===== src/rtl/uart_rx_fifo.sv =====
// UART receiver with configurable framing, per-frame error flags and a show-ahead receive FIFO.
// Define UART_RX_MAJORITY_VOTE_EN for 2-of-3 majority sampling around each mid-bit point.
`timescale 1ns/1ps
module uart_rx_fifo #(
   parameter int CLK_FREQ    = 10_000_000,
   parameter int BAUD_RATE   = 115200,
   parameter int DATA_BITS   = 8,
   parameter int PARITY_MODE = 0,
   parameter int STOP_BITS   = 1,
   parameter int FIFO_DEPTH  = 4
) (
   input  logic                 clk_i,
   input  logic                 rst_i,
   input  logic                 rx_i,
   output logic [DATA_BITS-1:0] rx_data_o,
   output logic                 rx_valid_o,
   input  logic                 rx_ready_i,
   output logic                 frame_err_o,
   output logic                 parity_err_o,
   output logic                 overrun_o,
   output logic                 busy_o
);

   localparam int CLKS_PER_BIT = CLK_FREQ / BAUD_RATE;
   localparam int HALF_BIT     = CLKS_PER_BIT / 2;
   localparam int CNT_W        = $clog2(CLKS_PER_BIT);
   localparam int PTR_W        = $clog2(FIFO_DEPTH);
   localparam int ENTRY_W      = DATA_BITS + 2;

   // The start-bit decision is pulled in by the synchroniser and detect latency so
   // that the first data decision lands one full bit later at the nominal latency.
   localparam logic [CNT_W-1:0] START_TICK = CNT_W'(HALF_BIT - 2);
   localparam logic [CNT_W-1:0] BIT_TICK   = CNT_W'(CLKS_PER_BIT - 1);
   localparam logic [3:0]       LAST_DATA  = 4'(DATA_BITS - 1);
   localparam logic [3:0]       LAST_STOP  = 4'(STOP_BITS - 1);
   localparam logic [PTR_W:0]   FULL_COUNT = (PTR_W+1)'(FIFO_DEPTH);

   typedef enum logic [2:0] {IDLE, START, DATA, PARITY, STOP, WAIT_HIGH} state_t;

   state_t               state, state_next;
   logic                 rx_meta, rxs, rxs_d1;
   logic                 sample, tick, push;
   logic [CNT_W-1:0]     cnt;
   logic [3:0]           bit_cnt;
   logic [DATA_BITS-1:0] shreg;
   logic                 frame_err, parity_err;
   logic [ENTRY_W-1:0]   entry, head;

   logic [ENTRY_W-1:0]   mem [FIFO_DEPTH];
   logic [PTR_W-1:0]     wr_ptr, rd_ptr;
   logic [PTR_W:0]       count;
   logic                 full, pop, wr_en;

`ifdef UART_RX_MAJORITY_VOTE_EN
   logic rxs_d2;

   always_ff @(posedge clk_i or negedge rst_i) begin
      if (!rst_i) rxs_d2 <= 1'b1;
      else        rxs_d2 <= rxs_d1;
   end

   // Decision cycle sees three consecutive rxs values centred on rxs_d1.
   assign sample = (rxs & rxs_d1) | (rxs & rxs_d2) | (rxs_d1 & rxs_d2);
`else
   assign sample = rxs_d1;
`endif

   // NOTE: sequential state uses non-blocking assignments so every flop samples pre-edge values.
   always_ff @(posedge clk_i or negedge rst_i) begin
      if (!rst_i) begin
         rx_meta <= 1'b1;
         rxs     <= 1'b1;
         rxs_d1  <= 1'b1;
      end else begin
         rx_meta <= rx_i;
         rxs     <= rx_meta;
         rxs_d1  <= rxs;
      end
   end

   always_ff @(posedge clk_i or negedge rst_i) begin
      if (!rst_i) state <= IDLE;
      else        state <= state_next;
   end

   // NOTE: every always_comb output gets a default first so no path infers a latch.
   always_comb begin
      state_next = state;
      push       = 1'b0;
      tick       = (state == START) ? (cnt == START_TICK) : (cnt == BIT_TICK);
      case (state)
         IDLE:      if (!rxs) state_next = START;
         START:     if (tick) state_next = sample ? IDLE : DATA;
         DATA:      if (tick && bit_cnt == LAST_DATA)
                       state_next = (PARITY_MODE != 0) ? PARITY : STOP;
         PARITY:    if (tick) state_next = STOP;
         STOP:      if (tick && bit_cnt == LAST_STOP) begin
                       push       = 1'b1;
                       state_next = sample ? IDLE : WAIT_HIGH;
                    end
         WAIT_HIGH: if (rxs) state_next = IDLE;
         default:   state_next = IDLE;
      endcase
   end

   always_ff @(posedge clk_i or negedge rst_i) begin
      if (!rst_i) begin
         cnt        <= '0;
         bit_cnt    <= '0;
         shreg      <= '0;
         frame_err  <= 1'b0;
         parity_err <= 1'b0;
      end else begin
         if (state == IDLE || state == WAIT_HIGH || tick) cnt <= '0;
         else                                             cnt <= cnt + 1'b1;

         if (state_next != state)                         bit_cnt <= '0;
         else if (tick && (state == DATA || state == STOP)) bit_cnt <= bit_cnt + 1'b1;

         if (state == DATA && tick) shreg <= {sample, shreg[DATA_BITS-1:1]};

         if (state == IDLE) begin
            frame_err  <= 1'b0;
            parity_err <= 1'b0;
         end else begin
            if (state == STOP && tick && !sample) frame_err <= 1'b1;
            if (state == PARITY && tick)
               parity_err <= (PARITY_MODE == 2) ? ~(^shreg ^ sample) : (^shreg ^ sample);
         end
      end
   end

   // The final stop sample is folded in directly because frame_err updates on the same edge.
   assign entry = {frame_err | ~sample, parity_err, shreg};

   assign full  = (count == FULL_COUNT);
   assign pop   = rx_valid_o & rx_ready_i;
   assign wr_en = push & (~full | pop);

   // NOTE: storage has no reset; outputs are gated by count so stale contents never leak out.
   always_ff @(posedge clk_i) begin
      if (wr_en) mem[wr_ptr] <= entry;
   end

   always_ff @(posedge clk_i or negedge rst_i) begin
      if (!rst_i) begin
         wr_ptr    <= '0;
         rd_ptr    <= '0;
         count     <= '0;
         overrun_o <= 1'b0;
      end else begin
         if (wr_en) wr_ptr <= wr_ptr + 1'b1;
         if (pop)   rd_ptr <= rd_ptr + 1'b1;
         case ({wr_en, pop})
            2'b10:   count <= count + 1'b1;
            2'b01:   count <= count - 1'b1;
            default: count <= count;
         endcase
         overrun_o <= push & full & ~pop;
      end
   end

   assign head         = mem[rd_ptr];
   assign rx_valid_o   = (count != '0);
   assign rx_data_o    = rx_valid_o ? head[DATA_BITS-1:0] : '0;
   assign parity_err_o = rx_valid_o & head[DATA_BITS];
   assign frame_err_o  = rx_valid_o & head[DATA_BITS+1];
   assign busy_o       = (state != IDLE);

endmodule


===== config.mk =====
export PLATFORM = sky130hd
export DESIGN_NAME = uart_rx_fifo
export DESIGN_NICKNAME = d
export VERILOG_FILES = /design/src/rtl/uart_rx_fifo.sv
export SDC_FILE = /design/constraint.sdc
export NUM_CORES = 1
export LEC_CHECK = 0
export BUFFER_PORTS_ARGS = -buffer_cell sky130_fd_sc_hd__buf_2
export CAP_MARGIN = 40
export CORE_UTILIZATION = 60
export DETAILED_ROUTE_END_ITERATION = 8
export HOLD_SLACK_MARGIN = 0.06
export PLACE_DENSITY = 0.78
export SYNTH_ARGS = -nofsm -noshare
export SYNTH_HDL_FRONTEND = slang
export SYNTH_SLANG_ARGS = --single-unit

===== constraint.sdc =====
create_clock -name clk_i -period 3.2 [get_ports clk_i]
set_input_delay 0.32 -clock clk_i [delete_from_list [all_inputs] [get_ports clk_i]]
set_output_delay 0.32 -clock clk_i [all_outputs]
set_load 0.01 [all_outputs]

==> impl_metrics.py <==
metrics = {
    "detailed_routing": {
        "drtAntennaViolNets": 0,
        "routed_wl_mm": 5.93,
        "dr_total_vias": 1990,
        "vias_per_cell": 5.77,
        "drt_iter0_drc": 160,
        "dr.pass1.iters": 4,
        "drc": 0,
        "post_drt_wl_per_cell_um": 17.2,
    },
    "global_routing": {
        "grtUsageTotal": 0.231,
        "top_usage_layer": "met2",
        "use_met1": 0.329,
        "grt_util_met3": 0.0500,
        "use_met2": 0.353,
        "grt_max_degree": 36,
        "grt_pass1_wl_mm": 10.4,
        "grt_pass1_vias": 2078,
        "antenna_found_initial": 0,
        "grt.overflow.total": 0,
    },
    "clock_network": {
        "clock-sinks": 75,
        "clockRootBuffer": "clkbuf_8",
        "numCtsBuffers": 9,
        "clkTransAtPathRegs_ps": 80,
        "cts_hold_buf": 0,
        "h-tree-depth": 3,
        "post_cts_buffers": 0,
        "cts_tree": "yes",
        "clock_tree.buffer_depth": 2,
        "cts-resized-gates": 0,
        "clock_latency_ps": 340,
    },
    "flow_run": {
        "drv_cap": 0,
    },
    "synth": {
        "synth-edff-count": 40,
        "yosys-top-cells-area": "edfxtp_1 (34%), dfrtp_1 (23%), mux4_2 (6.4%)",
        "netlist_area_um2": 3490,
        "synth_ff_type": "edfxtp_1",
        "async_flop_share": 0.467,
        "syn-num-nets": 262,
        "synth_area_leader_cell": "edfxtp_1",
        "synth.distinct_cells": 50,
        "synth_cells": 249,
        "ys_seq_area_frac": 0.596,
        "ys_warn_count": 0,
        "avgSynthCellArea_um2": 14.0,
        "synth_top_area_share": 0.344,
        "ys_ff_latch": 75,
    },
    "sta": {
        "period_needed_ps": 2600,
        "finClkSkew_ps": 10.4,
        "fmax_mhz": 385,
        "slew-limit-headroom": 0.470,
        "setup_tns_ps": 0,
        "drv_slew": 0,
        "finalCritPeriodShare": 0.812,
        "rsz0062_at_grt": "no",
        "setup_viol": 0,
        "worst_slew_pin_slew_ps": 795,
        "hold_violations": 0,
    },
    "placement": {
        "dp.cells": 329,
        "finalWeightedCongestion": 0.853,
        "dpl.hpwl_mm": 3.99,
        "port_buffers": 16,
        "place_area_um2": 3620,
    },
    "critical_path": {
        "critPathKind": "register to register",
        "crit_start": "state[0]",
        "endpoint": "count[2]",
        "cp.arrival_ps": 2840,
        "cp-start-kind": "register",
        "cp_max_fo": 12,
        "worstRegToRegCells": 7,
        "r2r-end": "count[2]",
        "critPathRequiredTime_ps": 3440,
        "worstSetupEndpointType": "register",
        "r2r-start": "state[0]",
        "r2r_slack_ps": 600,
    },
    "layout": {
        "antenna_cells": 0,
        "nets": 281,
        "fin_cells": 345,
        "area_growth_pct": 10.3,
        "fillers": 392,
        "drive_gt1_frac": 0.223,
        "final_area_um2": 3850,
    },
    "floorplan": {
        "die_area_um2": 6130,
        "rows": 27,
        "ios": 17,
        "core_um2": 5570,
        "die_h_um": 78.3,
        "start_util": 0.627,
        "die_x_um": 78.3,
    },
    "power_and_ir_drop": {
        "peakVddDrop_v": 0.000331,
        "p_leak_nw": 1.62,
        "power.density_nw_per_um2": 589,
    },
    "hold_path": {
        "hold_path_class": "input pin to async pin",
    },
    "outcome": {
        "outcome": "finished, final reports clean",
    },
}
-- logic make-up (layout without fill, tap and decap cells) --
logic type	Yosys count	count (layout)	share of synthesized area
XOR/XNOR	23	23	0.0577
adder cells (fa/ha/maj)	9	9	0.0344
buffers and inverters	18	42	0.0218
flip-flops	75	75	0.596
AND/OR/NAND/NOR	78	78	0.142
multiplexers	19	19	0.0935
AO/OA/AOI/OAI	27	27	0.0548
-- synth_stat cells, types with 6 or more instances --
cell type and instances:
mux4_2 10, nand3_1 9, edfxtp_1 40, and2_1 15
nor2_1 16, dfrtp_1 32, inv_1 10, mux2_2 9
xnor2_1 18, ha_1 8, nand2_1 6
-- layer usage --
layer / vias up / wire length, um
met2: 33 / 2810
met1: 998 / 2890
met3: 5 / 193
met5: - / 0
met4: 0 / 32
li1: 954 / -
-- through the flow --
step	setup slack, ps	utilization	hold slack, ps	power [mW]
2_1_floorplan	890	-	24.4	1.39
3_3_place_gp	742	0.650	345	1.47
3_5_place_dp	621	0.650	347	1.49
4_1_cts	616	0.691	61.6	2.28
5_1_grt	388	0.691	63.3	2.37
6_report	601	0.691	54.6	2.27
-- worst min path at each step --
stage | from | to | cells past startpoint
global route | rx_i | rx_meta | 1
CTS | rx_i | rx_meta | 1
finish | rst_i | shreg[3] | 1
global placement | rx_meta | rxs | 0
floorplan | rst_i | bit_cnt[0] | 0
detailed placement | rx_meta | rxs | 0
-- worst max-delay path, stage by stage, from the launching register on --
cell	delay, ps
dfrtp_1	620
and4bb_2	330
nand4bb_1	330
nand3_1	160
fa_1	450
or3_1	390
a21o_1	170
o311ai_1	60
-- registers in the layout, indices dropped and copies added, names as in the netlist --
| register | cells |
|---|---|
| rxs | 1 |
| count | 3 |
| frame_err | 1 |
| bit_cnt | 4 |
| rx_meta | 1 |
| cnt | 7 |
| parity_err | 1 |
| rxs_d1 | 1 |
| shreg | 8 |
| state | 3 |
| wr_ptr | 2 |
| rd_ptr | 2 |
| mem | 40 |
| overrun_o | 1 |
-- layout by cell type (no fill, tap or decap), types with 3 or more instances in the layout --
cell type,instances
edfxtp_1,40
dfrtp_1,32
xnor2_1,18
nor2_1,16
buf_2,16
and2_1,15
inv_1,10
mux4_2,10
clkbuf_8,10
nand3_1,9
mux2_2,9
ha_1,8
nand2_1,6
nand2b_1,5
xor2_1,5
o21ai_0,5
nand3b_1,4
a211oi_1,4
or3_1,3
nor3b_1,3
a21oi_1,3
clkinv_4,3
dfstp_2,3
-- area by class of cell --
class                      count  area, um^2  share of cell area
clock buffer                  11         141              0.0367
clock inverter                 5        86.3              0.0224
inverter                      10        37.5             0.00974
multi-input combinational    156        1340               0.347
sequential                    75        2080               0.540
tap                           72        90.1              0.0234
timing repair buffer          16        80.1              0.0208
-- power breakdown --
part / total (mW) / internal [mW] / switching, mW / leakage (nW)
clock: 0.805 / 0.465 / 0.340 / 0.114
sequential: 1.16 / 1.05 / 0.109 / 0.914
combinational: 0.303 / 0.154 / 0.149 / 0.594
Note: power is estimated with default switching activity, not from simulation.
